$ cat src/rtl/fetch_unit.sv
// fetch_unit: instruction-fetch front end for a 1-cycle synchronous instruction memory.
// Tracks the PC of the returned word, handles start, stall, one-bubble branch redirect and halt.
module fetch_unit #(
    parameter int unsigned       ADDR_W    = 11,
    parameter logic [ADDR_W-1:0] RESET_PC  = '0,
    parameter logic [31:0]       HALT_WORD = 32'hFFFF_FFFF
) (
    input  logic              clk,
    input  logic              rst,
    input  logic              start_i,
    input  logic              stall_i,
    input  logic              branch_taken_i,
    input  logic [23:0]       branch_offset_i,
    output logic [ADDR_W-1:0] imem_addr_o,
    input  logic [31:0]       imem_data_i,
    output logic [ADDR_W-1:0] pc_out_o,
    output logic [31:0]       instr_o,
    output logic              instr_valid_o,
    output logic              halted_o,
    output logic [15:0]       fetch_count_o
);
    typedef enum logic [2:0] {IDLE, PRIME, RUN, FLUSH, HALT} state_e;
    state_e            state_q, state_d;
    logic [ADDR_W-1:0] addr_q, addr_d, pc_q, pc_d, target, off_w;
    logic [15:0]       cnt_q, cnt_d, cnt_inc;
    logic              hold_q, hold_d;
    logic [31:0]       hold_data_q, hold_data_d, word;
    // The address stays put during a stall but the memory keeps returning the next
    // address's data, so the stalled instruction is captured and replayed from here.
    assign word    = hold_q ? hold_data_q : imem_data_i;
    assign off_w   = ADDR_W'($signed({branch_offset_i, 2'b00}));
    assign target  = pc_q + ADDR_W'(8) + off_w;
    assign cnt_inc = cnt_q + {15'b0, cnt_q != 16'hFFFF};
    always_ff @(posedge clk) begin
        if (rst) begin
            state_q     <= IDLE;
            addr_q      <= RESET_PC;
            pc_q        <= RESET_PC;
            cnt_q       <= '0;
            hold_q      <= 1'b0;
            hold_data_q <= '0;
        end else begin
            state_q     <= state_d;
            addr_q      <= addr_d;
            pc_q        <= pc_d;
            cnt_q       <= cnt_d;
            hold_q      <= hold_d;
            hold_data_q <= hold_data_d;
        end
    end
    always_comb begin
        state_d     = state_q;
        addr_d      = addr_q;
        pc_d        = pc_q;
        cnt_d       = cnt_q;
        hold_d      = hold_q;
        hold_data_d = hold_data_q;
        case (state_q)
            IDLE: state_d = start_i ? PRIME : IDLE;
            PRIME, FLUSH: begin
                pc_d    = addr_q;
                addr_d  = addr_q + ADDR_W'(4);
                hold_d  = 1'b0;
                state_d = RUN;
            end
            RUN: begin
                hold_d = stall_i;
                if (stall_i) begin
                    hold_data_d = word;
                end else if (word == HALT_WORD) begin
                    state_d = HALT;
                end else if (branch_taken_i) begin
                    addr_d  = target;
                    cnt_d   = cnt_inc;
                    state_d = FLUSH;
                end else begin
                    pc_d   = addr_q;
                    addr_d = addr_q + ADDR_W'(4);
                    cnt_d  = cnt_inc;
                end
            end
            HALT: state_d = HALT;
            default: state_d = IDLE;
        endcase
    end
    always_comb begin
        instr_valid_o = state_q == RUN;
        halted_o      = state_q == HALT;
        instr_o       = instr_valid_o ? word : '0;
        imem_addr_o   = addr_q;
        pc_out_o      = pc_q;
        fetch_count_o = cnt_q;
    end
endmodule
$ cat config.mk
export PLATFORM = sky130hd
export DESIGN_NAME = fetch_unit
export DESIGN_NICKNAME = d
export VERILOG_FILES = /design/src/rtl/fetch_unit.sv
export SDC_FILE = /design/constraint.sdc
export NUM_CORES = 1
export LEC_CHECK = 0
export CAP_MARGIN = 20
export CORE_MARGIN = 2
export CORE_UTILIZATION = 63
export DETAILED_ROUTE_END_ITERATION = 8
export DONT_BUFFER_PORTS = 1
export PLACE_DENSITY = 0.77
export SYNTH_ARGS = -nofsm -noshare
export SYNTH_HDL_FRONTEND = slang
export SYNTH_SLANG_ARGS = --single-unit
$ cat constraint.sdc
create_clock -name clk -period 2.48 [get_ports clk]
set_clock_uncertainty 0.05 [all_clocks]
set_input_delay 0.372 -clock clk [delete_from_list [all_inputs] [get_ports clk]]
set_output_delay 0.372 -clock clk [all_outputs]
set_load 0.1 [all_outputs]
==> results.toml, run 1 <==
[status]
status = "completed"

[clocking]
numCtsBuffers = 9
worstSkewPairLatency_ns = 0.34
cts_tree = "yes"
cts.path.max_buffers = 2
clkTransAtPathRegs_ns = 0.07
cts_hold_buf = 0
postCtsSetupBuffers = 0
cts.sinks = 74
clock-root-buffer = "clkbuf_8"
htree_levels = 3

[finish]
final_core_util = 0.837
area_growth_pct = 30.5
fin_cells = 688
final_cell_mix = "nand2_1 (105), a21oi_1 (59), dfxtp_1 (53), buf_4 (52), mux2i_1 (47)"
fillers = 387
layout_commonest_cell = "nand2_1"
design_area_um2 = 5630
drive_above_1_share = 0.281
nNetsFinal = 684
insertedDiodeCount = 0

[hold_path]
hp-class = "in -> reg"
worstHoldPathCells = 1

[pwr]
power_density_nw_per_um2 = 488
p_leak_nw = 2.05
ir_worst_vdd_v = 0.000376
power.total_w = 0.00275

[placed_design]
gp_congestion = 0.920
dp.cells = 672
port_buffers = 0
dpl-instance-area_um2 = 5430
hpwl_um = 8600

[yosys]
syn-cell-area_um2 = 4310
postSynthCellCount = 538
avgSynthCellArea_um2 = 8.01
synth_nets = 619
synth_edf_count = 0
ys.flop_type = "dfxtp_1"
async_reset_ff_frac = 0
seq_area_frac_synth = 0.344
ys_warn_count = 0
synth-seq-cells = 74
synth_cell_types = 54

[setup_path]
cp_max_fo = 9
critPathKind = "reg -> reg"
cp.required_ns = 2.70
path_delay_family = "simple AND/OR/NAND/NOR gates"
cp-startpoint = "hold_q"
r2r_end = "imem_addr_o[7]"
crit_cells = 6
slowest_stage = "dfxtp_2"
rrSetupSlack_ns = 0.1
end_kind = "flip-flop"
cpPeakStageDelay_ns = 0.39
worstRegToRegCells = 6
critPathBufInv = 0
worstPathCellList = "nand2b_1, nor4_1, a22oi_2, o2111ai_4, and2_1, mux2i_1"
startpoint_type = "flip-flop"
critPathArrivalTime_ns = 2.60
r2r-start = "hold_q"
crit_path_end = "imem_addr_o[7]"

[sta]
tightest_slew_ns = 0.591
setup_violations = 0
clock.fmax_mhz = 419
fin_setup_tns_ns = 0
rsz0062_at_grt = "no"
maxSlewViolCount = 0
finalCritPeriodShare = 0.961
hold_viol = 0
period_minus_slack_ns = 2.38
slew_headroom = 0.598

[floorplan]
core-area_um2 = 6720
die_area_um2 = 7520
fp-row-count = 30
die_x_um = 86.7
ios = 133
die_h_um = 86.7
initial_core_util = 0.642

[routing]
vias_per_cell = 6.21
drt_iter0_markers = 217
drtAntennaViolNets = 0
wl_um = 11700
firstDrtPassIters = 5
vias = 4272
wire_per_inst_um = 17.1
post-route-drc-count = 0

[global_routing]
grt_max_degree = 58
grt_overflow = 0
grt_usage = 0.308
grt_pass1_wl_um = 18500
antenna_found_initial = 0
grt_pass1_vias = 4035

[flow_run]
maxCapViolations = 0
[where the power goes]
part           switching [W]  leakage, nW  total, W  internal (W)
registers          0.0000229        0.611   0.00123       0.00121
logic               0.000451         1.35  0.000666      0.000215
clock network       0.000430       0.0896  0.000854      0.000423
total               0.000904         2.05   0.00275       0.00184
[cell type report]
type                       instances  area (um2)  share of cell area
inverter                          19        83.8              0.0149
multi-input combinational        414        2700               0.480
tap                               80         100              0.0178
sequential                        74        1530               0.272
clock inverter                     2        10.0             0.00178
timing repair buffer              85        1040               0.185
clock buffer                      14         164              0.0291
[synthesized netlist by cell type, types with 3 or more instances]
master | count | area (um2)
a211oi_1 | 3 | 22.5
a21oi_1 | 62 | 310
a31oi_1 | 4 | 25.0
and3_1 | 8 | 50.1
buf_2 | 8 | 40.0
buf_6 | 4 | 45.0
clkbuf_1 | 17 | 63.8
dfxtp_1 | 74 | 1480
ha_1 | 19 | 238
inv_1 | 18 | 67.6
mux2i_1 | 47 | 470
nand2_1 | 105 | 394
nand2b_1 | 4 | 25.0
nand3_1 | 11 | 55.1
nand4_1 | 16 | 100
nor2_1 | 48 | 180
nor2b_1 | 3 | 18.8
nor3_1 | 5 | 25.0
nor4_1 | 5 | 31.3
o21ai_0 | 11 | 55.1
o31ai_1 | 8 | 60.1
or2_2 | 4 | 25.0
or3_1 | 5 | 31.3
or4_1 | 8 | 60.1
xnor2_1 | 4 | 35.0
[repair_timing]
| action | 4_1_cts | 5_1_grt |
|---|---|---|
| cloned | 0 | 0 |
| gates resized for setup | 1 | 4 |
| endpoints found under the setup margin | 1 | 3 |
| hold endpoints to repair | 0 | 0 |
[metal layers]
metal  vias to the layer above  share of wire  global-route usage
li1                       2038              -                   -
met1                      2018           0.39               0.356
met2                       184           0.51               0.541
met3                        32          0.073              0.0733
met4                         0          0.027               0.138
met5                         -              0                   0
[worst min-delay path by stage]
stage | end | from | slack, ns
finish | fetch_count_o[2] | rst | 0.03
global route | fetch_count_o[4] | rst | 0.02
CTS | fetch_count_o[4] | rst | 0.02
detailed placement | fetch_count_o[4] | rst | 0.39
global placement | hold_data_q[31] | hold_data_q[31] | 0.39
floorplan | hold_data_q[31] | hold_data_q[31] | 0.39
[sequential cells by signal, summed over array words and instances (netlist names)]
register / cells
hold_data_q: 32
fetch_count_o: 16
imem_addr_o: 11
pc_out_o: 11
state_q: 3
hold_q: 1
[kinds of logic (layout without fill, tap and decap cells)]
| family | after synthesis | in the layout | share of synthesized area |
|---|---|---|---|
| AOI/OAI and AO/OA | 112 | 112 | 0.171 |
| muxes | 49 | 49 | 0.115 |
| DFF | 74 | 74 | 0.344 |
| adders and majority gates | 20 | 20 | 0.0598 |
| and+or+nand+nor | 227 | 227 | 0.241 |
| xor gates and xnor gates | 6 | 6 | 0.0122 |
| buffers and inverters | 50 | 120 | 0.0575 |
[through the flow]
stage	hold WS [ns]	setup slack, ns
detailed placement	0.391	0.0700
global placement	0.387	0.113
finish	0.0321	0.0958
floorplan	0.387	-0.374
CTS	0.0211	0.0909
global route	0.0151	0.00692
No activity file was read; power rests on OpenSTA's default activity.
==> run 2: changes to the inputs <==
Settings changed: CAP_MARGIN 20 to 40.
==> results of run 2 <==
The final DEF is identical to that of run 1; final timing and power are the same.
